### src/rtl/seg7_encoder.sv
// seg7_encoder
// Converts an asynchronous, active-low 7-segment bus into decoded digits.
// The bus is synchronized, debounced by a stability filter, checked against
// the last accepted pattern, and the result is offered on a valid/ready slot.
//
// Ports
//   clk        : single clock, rising-edge
//   rst_n      : asynchronous active-low reset
//   seg_n      : active-low segment bus, bit0=a .. bit6=g (async to clk)
//   out_ready  : consumer takes the held result this cycle when high
//   out_valid  : out_digit/out_err hold an unaccepted result
//   out_digit  : decoded digit 0-9, 4'hF for an illegal pattern
//   out_err    : reported pattern is not a legal digit
//   ovf        : one-cycle pulse when a result is dropped (slot full, not ready)
module seg7_encoder #(
  parameter int STABLE_CYCLES = 4
) (
  input  logic       clk,
  input  logic       rst_n,
  input  logic [6:0] seg_n,
  input  logic       out_ready,
  output logic       out_valid,
  output logic [3:0] out_digit,
  output logic       out_err,
  output logic       ovf
);

  localparam logic [6:0] BLANK     = 7'h7F;
  localparam logic [7:0] STABLE_C  = 8'(STABLE_CYCLES);
  localparam logic [7:0] STABLE_M1 = 8'(STABLE_CYCLES - 1);

  // Returns {err, digit}.
  function automatic logic [4:0] decode(input logic [6:0] p);
    case (p)
      7'h40:   decode = {1'b0, 4'd0};
      7'h79:   decode = {1'b0, 4'd1};
      7'h24:   decode = {1'b0, 4'd2};
      7'h30:   decode = {1'b0, 4'd3};
      7'h19:   decode = {1'b0, 4'd4};
      7'h12:   decode = {1'b0, 4'd5};
      7'h02:   decode = {1'b0, 4'd6};
      7'h78:   decode = {1'b0, 4'd7};
      7'h00:   decode = {1'b0, 4'd8};
      7'h10:   decode = {1'b0, 4'd9};
      default: decode = {1'b1, 4'hF};
    endcase
  endfunction

  logic [6:0] s1_q, s1_d, s2_q, s2_d;
  logic [6:0] cand_q, cand_d, last_rep_q, last_rep_d;
  logic [7:0] cnt_q, cnt_d;
  logic       valid_q, valid_d, err_q, err_d, ovf_q, ovf_d;
  logic [3:0] digit_q, digit_d;

  logic       stable, accept, report, xfer;
  logic [4:0] dec;

  always_comb begin
    // Synchronizer stage
    s1_d = seg_n;
    s2_d = s1_q;

    // Stability filter stage: cnt saturates at STABLE_CYCLES, so the accept
    // event (cnt crossing STABLE_CYCLES-1) fires once per stable run.
    stable = (s2_q == cand_q);
    accept = stable && (cnt_q == STABLE_M1);
    cand_d = cand_q;
    cnt_d  = cnt_q;
    if (!stable) begin
      cand_d = s2_q;
      cnt_d  = 8'd1;
    end else if (cnt_q < STABLE_C) begin
      cnt_d = cnt_q + 8'd1;
    end

    // Report stage: blanks are remembered but never reported, so a digit
    // repeated after a blank is reported again.
    last_rep_d = accept ? cand_q : last_rep_q;
    report     = accept && (cand_q != last_rep_q) && (cand_q != BLANK);
    dec        = decode(cand_q);

    // Output slot stage
    xfer    = valid_q && out_ready;
    valid_d = valid_q;
    digit_d = digit_q;
    err_d   = err_q;
    ovf_d   = 1'b0;
    if (report) begin
      if (!valid_q || out_ready) begin
        valid_d = 1'b1;
        digit_d = dec[3:0];
        err_d   = dec[4];
      end else begin
        ovf_d = 1'b1;
      end
    end else if (xfer) begin
      valid_d = 1'b0;
    end
  end

  always_ff @(posedge clk or negedge rst_n) begin
    if (!rst_n) begin
      s1_q       <= BLANK;
      s2_q       <= BLANK;
      cand_q     <= BLANK;
      last_rep_q <= BLANK;
      cnt_q      <= STABLE_C;
      valid_q    <= 1'b0;
      digit_q    <= 4'd0;
      err_q      <= 1'b0;
      ovf_q      <= 1'b0;
    end else begin
      s1_q       <= s1_d;
      s2_q       <= s2_d;
      cand_q     <= cand_d;
      last_rep_q <= last_rep_d;
      cnt_q      <= cnt_d;
      valid_q    <= valid_d;
      digit_q    <= digit_d;
      err_q      <= err_d;
      ovf_q      <= ovf_d;
    end
  end

  assign out_valid = valid_q;
  assign out_digit = digit_q;
  assign out_err   = err_q;
  assign ovf       = ovf_q;

endmodule

### config.mk
export PLATFORM = sky130hd
export DESIGN_NAME = seg7_encoder
export DESIGN_NICKNAME = d
export VERILOG_FILES = /design/src/rtl/seg7_encoder.sv
export SDC_FILE = /design/constraint.sdc
export NUM_CORES = 1
export LEC_CHECK = 0
export CAP_MARGIN = 0
export CORE_MARGIN = 1.5
export CORE_UTILIZATION = 26
export CTS_CLUSTER_SIZE = 40
export DETAILED_ROUTE_END_ITERATION = 12
export PLACE_DENSITY = 0.42
export SLEW_MARGIN = 20
export SYNTH_ARGS = -nofsm -noshare
export SYNTH_HDL_FRONTEND = slang
export SYNTH_SLANG_ARGS = --single-unit
### constraint.sdc
create_clock -name clk -period 2.96 [get_ports clk]
set_input_delay 0.592 -clock clk [delete_from_list [all_inputs] [get_ports clk]]
set_output_delay 0.592 -clock clk [all_outputs]
set_load 0.01 [all_outputs]
==> results of run 1 <==
-- metrics by stage --
step	utilization	area, um2	worst slack, ns	hold slack (ns)
6_report	0.314	2170	0.971	0.349
5_1_grt	0.314	2170	0.873	0.362
4_1_cts	0.314	2170	0.955	0.353
3_5_place_dp	0.299	2070	0.968	0.347
3_3_place_gp	0.299	2070	1.02	0.346
2_1_floorplan	-	1880	0.994	0.296
-- state kept, by name (all words and copies together) (netlist names) --
signal / flops
cnt_q: 8
cand_q: 7
out_digit: 4
out_valid: 1
last_rep_q: 7
ovf: 1
s2_q: 7
out_err: 1
s1_q: 7
-- cells by family (layout without fill, tap and decap cells) --
logic type,Yosys count,in the layout
AOI/OAI and AO/OA,8,8
xor gates and xnor gates,16,16
adders and majority gates,1,1
buffers and inverters,17,28
DFF,43,43
muxes,13,13
and+or+nand+nor,42,42
-- layer usage --
layer / vias up / share of wire / track usage
met4: 0 / 0.022 / 0.0497
met1: 508 / 0.47 / 0.123
li1: 490 / - / -
met2: 25 / 0.47 / 0.130
met3: 6 / 0.044 / 0.0320
met5: - / 0 / 0
-- final timing paths --
| path | start | to | depth (start not counted) |
|---|---|---|---|
| setup / recovery | cand_q[4] | out_digit[2] | 6 |
| hold / removal | s1_q[0] | s2_q[0] | 0 |
| setup reg to reg | cand_q[4] | out_digit[2] | 6 |
| hold reg to reg | s1_q[0] | s2_q[0] | 0 |
| max in group asynchronous | rst_n | cnt_q[4] | 1 |
| min in group asynchronous | rst_n | out_digit[1] | 1 |
-- cell usage in the layout, fill, tap and decap left out, types with 5 or more instances in the layout --
| cell | synthesis | routed |
|---|---|---|
| xor2_1 | 6 | 6 |
| clkdlybuf4s50_1 | 0 | 15 |
| dfstp_2 | 29 | 29 |
| and2_1 | 5 | 5 |
| clkbuf_8 | 0 | 7 |
| nor2_1 | 7 | 7 |
| mux2_2 | 7 | 7 |
| xnor2_1 | 6 | 6 |
| nand3_1 | 5 | 5 |
| dfrtp_1 | 14 | 14 |
| nand2_1 | 8 | 8 |
-- worst max-delay path, delay by kind of cell, from the launching register on --
family	cells	cell delay [ns]
mux	1	0.33
simple gates	3	0.52
flops	1	0.66
xor+xnor	1	0.15
buf+inv	1	0.21
-- final cells by class --
type / count / share of cell area
well taps: 96 / 0.0555
clock buffers: 8 / 0.0462
inverters: 3 / 0.00520
multi-input cells: 80 / 0.304
flip-flops and latches: 43 / 0.514
repair buffers: 17 / 0.0751
-- power groups by stage --
stage / combinational (mW) / sequential [mW] / clock, mW
after floorplan: 0.0543 / 0.632 / 0
after global placement: 0.0594 / 0.648 / 0
after detailed placement: 0.0601 / 0.649 / 0
after CTS: 0.0603 / 0.639 / 0.425
after global routing: 0.0659 / 0.641 / 0.455
final: 0.0586 / 0.638 / 0.405
==> flow_metrics.env, run 1 <==
export IMPL_p_seq_frac=0.579
export IMPL_grt_pass1_vias=1058
export IMPL_seq_area_mm2=0.00111
export IMPL_hp_class="flop to flop"
export IMPL_power_frac_clock=0.367
export IMPL_cts_resized=0
export IMPL_wirelength_um=2990
export IMPL_status="complete, no violations"
export IMPL_yosys_warnings=0
export IMPL_start_util=0.273
export IMPL_synth_largest_area_cell="dfstp_2"
export IMPL_pwr_share_comb=0.053
export IMPL_rrSetupSlack_ns=0.97
export IMPL_finalMaxSlewViolations=0
export IMPL_ys_types=36
export IMPL_syn_to_final_growth_pct=14.9
export IMPL_grt_pass1_wl_um=5290
export IMPL_postRouteAntennaNets=0
export IMPL_p_total_mw=1.10
export IMPL_grt_ovfl_total=0
export IMPL_synthAdderAreaFrac=0.00664
export IMPL_drc=0
export IMPL_grt_antenna_before_repair=0
export IMPL_cts_hold_buf=0
export IMPL_dr_pass1_iters=4
export IMPL_yosys_register_bits=43
export IMPL_power_switching_mw=0.242
export IMPL_synth_mux_area_frac=0.0843
export IMPL_worst_pin_slew_ns=0.940
export IMPL_std_cell_rows=30
export IMPL_min_period_ns=1.99
export IMPL_fmax_ghz=0.503
export IMPL_skew_ns=0.00828
export IMPL_clkLatencyLatePin_ns=0.29
export IMPL_synth_edf_count=0
export IMPL_cts_root_buffer_cell="clkbuf_8"
export IMPL_setup_viol=0
export IMPL_cp_arrival_ns=2.17
export IMPL_path_max_fanout=10
export IMPL_end_kind="flop"
export IMPL_synth_nets=151
export IMPL_cp_slowest_cell="dfstp_2"
export IMPL_p_sw_frac=0.219
export IMPL_path_cells="xnor2_2 > nand4_2 > nor3_4 > buf_4 > nand4_4 > mux2_4"
export IMPL_portBuffers=16
export IMPL_finalHoldViolations=0
export IMPL_rsz0062_at_grt="no"
export IMPL_nets=161
export IMPL_synth_top_family_by_area="simple AND/OR/NAND/NOR gates"
export IMPL_dp_cells=239
export IMPL_cts_tree="done"
export IMPL_gp_congestion=0.682
export IMPL_cts_setup_buffers=0
export IMPL_worst_ir_drop_vdd_v=0.000277
export IMPL_synth_top_cells_by_count="29 x dfstp_2, 14 x dfrtp_1, 8 x nand2_1"
export IMPL_synth_xor_area_share=0.0903
export IMPL_die_h_um=88.1
export IMPL_cpPeakStageDelay_ns=0.66
export IMPL_cp_required_ns=3.14
export IMPL_powerDensity_mw_per_mm2=509
export IMPL_synthSimpleGateAreaFrac=0.138
export IMPL_p_leak_nw=0.912
export IMPL_core_area_mm2=0.00691
export IMPL_seq_area_frac_synth=0.590
export IMPL_ys_async_sr_fraction=1.00
export IMPL_n_fill_cell=712
export IMPL_fin_crit_sh=0.672
export IMPL_cp_start_kind="flop"
export IMPL_h_tree_depth=2
export IMPL_grt_max_degree=44
export IMPL_synth_cell_area_mm2=0.00188
export IMPL_routed_via_density=4.17
export IMPL_routed_via_count=1029
export IMPL_synth_compound_area_frac=0.0305
export IMPL_cts_max_path_buffers=2
export IMPL_path_class="flop to flop"
export IMPL_avgRoutedWirePerCell_um=12.1
export IMPL_clkSinkCount=43
export IMPL_dieArea_mm2=0.00777
export IMPL_p_int_mw=0.860
export IMPL_multi_input_area_um2=659
export IMPL_grt_usage=0.0922
export IMPL_drt_initial_drc_count=69
export IMPL_cts_made_buffers=5
export IMPL_avgSynthCellArea_um2=13.5
export IMPL_tns_ns=0
export IMPL_die_width_um=88.1
export IMPL_fin_cells=247
export IMPL_diodes=0
export IMPL_relSlewSlack=0.373
export IMPL_synth_cells=140
export IMPL_maxCapViolations=0
export IMPL_ys_flop_type="dfstp_2"
export IMPL_yosysMostFrequentCell="dfstp_2"
export IMPL_top_level_ports=17
export IMPL_clkTransAtPathRegs_ns=0.08
export IMPL_yosysTopAreaCellShare=0.404
export IMPL_drive_above_1_share=0.391
export IMPL_synth_area_top_cells="dfstp_2 40%, dfrtp_1 19%, mux2_2 4.2%, buf_6 3.6%, xnor2_2 3.5%"
export IMPL_hpwlAfterDp_um=2050
Note: power is estimated with default switching activity, not from simulation.
==> run 2, diff against run 1 <==
Settings changed: PLACE_DENSITY 0.42 to 0.44.
Clock period 2.96 ns to 1.8 ns, I/O delays scaled along.
==> run 2 against run 1 <==
Net effect:
- the flow now finishes with violations (setup timing)
- worst setup slack lost 1.0 ns
- combinational power rose by 130%
- cell area grew 5.8%
- sequential power grew 61%
- sequential share of layout area shrank 2.8 points
- critical endpoint unchanged
- largest power group unchanged
- highest routed layer unchanged
==> flow_metrics.env, run 2 (synthesized netlist as in run 1, its figures left out) <==
export IMPL_largest_reg_flops=8
export IMPL_grt_ovfl_total=0
export IMPL_pwr_share_comb=0.076
export IMPL_holdWs_ns=0.125
export IMPL_grt_antenna_before_repair=0
export IMPL_final_cell_mix="29 x dfstp_2, 15 x clkdlybuf4s50_1, 14 x dfrtp_1, 14 x buf_4, 8 x nand2_1"
export IMPL_relSlewSlack=0.643
export IMPL_cts_made_buffers=5
export IMPL_die_width_um=88.1
export IMPL_fin_crit_sh=1.02
export IMPL_status="finished, violations left"
export IMPL_drt_initial_drc_count=11
export IMPL_syn_to_final_growth_pct=21.6
export IMPL_cp_required_ns=1.98
export IMPL_wirelength_um=3080
export IMPL_setup_viol=4
export IMPL_path_cells="buf_4 > and4_2 > nand4_1 > nand4_4 > mux2_4"
export IMPL_die_h_um=88.1
export IMPL_p_int_mw=1.35
export IMPL_finalMaxSlewViolations=0
export IMPL_drive_above_1_share=0.470
export IMPL_clkLatencyLatePin_ns=0.29
export IMPL_std_cell_rows=30
export IMPL_h_tree_depth=2
export IMPL_rrSetupSlack_ns=-0.03
export IMPL_end_kind="flop"
export IMPL_power_switching_mw=0.399
export IMPL_start_util=0.273
export IMPL_n_fill_cell=700
export IMPL_layout_commonest_cell="dfstp_2"
export IMPL_clkTransAtPathRegs_ns=0.08
export IMPL_grt_max_degree=44
export IMPL_grt_pass1_vias=1197
export IMPL_cpPeakStageDelay_ns=0.59
export IMPL_routed_via_count=1065
export IMPL_avgRoutedWirePerCell_um=11.9
export IMPL_power_frac_clock=0.333
export IMPL_cts_tree="done"
export IMPL_hpwlAfterDp_um=2240
export IMPL_path_class="flop to flop"
export IMPL_cp_arrival_ns=2.01
export IMPL_nets=174
export IMPL_min_period_ns=1.83
export IMPL_skew_ns=0.00272
export IMPL_violations="setup timing"
export IMPL_cp_slowest_cell="dfstp_2"
export IMPL_p_sw_frac=0.228
export IMPL_cts_root_buffer_cell="clkbuf_8"
export IMPL_path_max_fanout=6
export IMPL_path_delay_family="simple AND/OR/NAND/NOR gates"
export IMPL_tns_ns=-0.0825
export IMPL_routed_via_density=4.10
export IMPL_fmax_ghz=0.547
export IMPL_cp_start_kind="flop"
export IMPL_largest_register="cnt_q"
export IMPL_worst_ir_drop_vdd_v=0.000392
export IMPL_worst_pin_slew_ns=0.536
export IMPL_fin_util=0.332
export IMPL_postRouteAntennaNets=0
export IMPL_cts_hold_buf=0
export IMPL_p_seq_frac=0.591
export IMPL_p_leak_nw=0.980
export IMPL_gp_congestion=0.714
export IMPL_grt_pass1_wl_um=5600
export IMPL_cts_max_path_buffers=2
export IMPL_rsz0062_at_grt="yes"
export IMPL_cp_num_buf_inv=1
export IMPL_drc=0
export IMPL_diodes=0
export IMPL_top_level_ports=17
export IMPL_portBuffers=16
export IMPL_dr_pass1_iters=4
export IMPL_powerDensity_mw_per_mm2=764
export IMPL_dieArea_mm2=0.00777
export IMPL_finalHoldViolations=0
export IMPL_maxCapViolations=0
export IMPL_timing_final_ws_setup_ns=-0.0294
export IMPL_hp_class="input port to asynchronous set/reset pin"
export IMPL_cts_setup_buffers=0
export IMPL_core_area_mm2=0.00691
export IMPL_grt_usage=0.0955
export IMPL_clkSinkCount=43
==> run 2: changes by cell type in the layout (fill, tap and decap cells not counted), sizes merged <==
cell,change
buf,+13
clkbuf,-1
clkinv,+1
==> run 2: cell type report <==
cell class,instances,area [um2],share of cell area
clock buffers,7,76.3,0.0333
clock inverters,1,5.00,0.00218
inverters,3,11.3,0.00491
multi-input cells,80,707,0.308
flip-flops and latches,43,1110,0.485
well taps,96,120,0.0524
repair buffers,30,260,0.114
==> run 2: worst register-to-register path, delay by kind of cell, from the launching register on <==
family | cells | cell delay [ns]
DFF | 1 | 0.59
buffers and inverters | 1 | 0.16
muxes | 1 | 0.32
and+or+nand+nor | 3 | 0.65
==> run 2: through the flow <==
stage / setup slack (ns) / cells / instance area, um2 / power (mW)
after CTS: -0.0190 / 260 / 2260 / 1.79
after detailed placement: -0.128 / 252 / 2160 / 1.18
after global placement: -0.119 / 252 / 2160 / 1.18
after floorplan: -0.159 / 140 / 1880 / 1.13
after global routing: -0.111 / 260 / 2290 / 1.83
final: -0.0294 / 260 / 2290 / 1.75
==> run 2: power groups by stage <==
stage,Sequential [mW],Combinational [mW],Clock [mW]
detailed placement,1.05,0.132,0
global placement,1.05,0.129,0
global route,1.04,0.147,0.647
CTS,1.04,0.135,0.618
finish,1.03,0.134,0.583
floorplan,1.04,0.0893,0
==> run 2: final timing paths <==
path                       cells after the start  startpoint           end
setup / recovery                               5   cand_q[0]  out_digit[2]
hold / removal                                 2       rst_n  out_digit[1]
setup reg to reg                               5   cand_q[0]  out_digit[2]
hold reg to reg                                0     s1_q[5]       s2_q[5]
max in group asynchronous                      2       rst_n       s1_q[5]
min in group clk                               0     s1_q[5]       s2_q[5]
==> run 2: metal layers <==
metal  up-vias  GRT usage  share of wire
met5         -          0              0
met4         0     0.0426          0.021
met3         6     0.0283          0.030
met2        15      0.163           0.52
met1       529      0.111           0.43
li1        515          -              -
==> run 2: what timing repair did <==
| action | 4_1_cts | 5_1_grt |
|---|---|---|
| gates resized for setup | 3 | 5 |
| setup endpoints to repair | 10 | 13 |
| pin swaps | 4 | 6 |
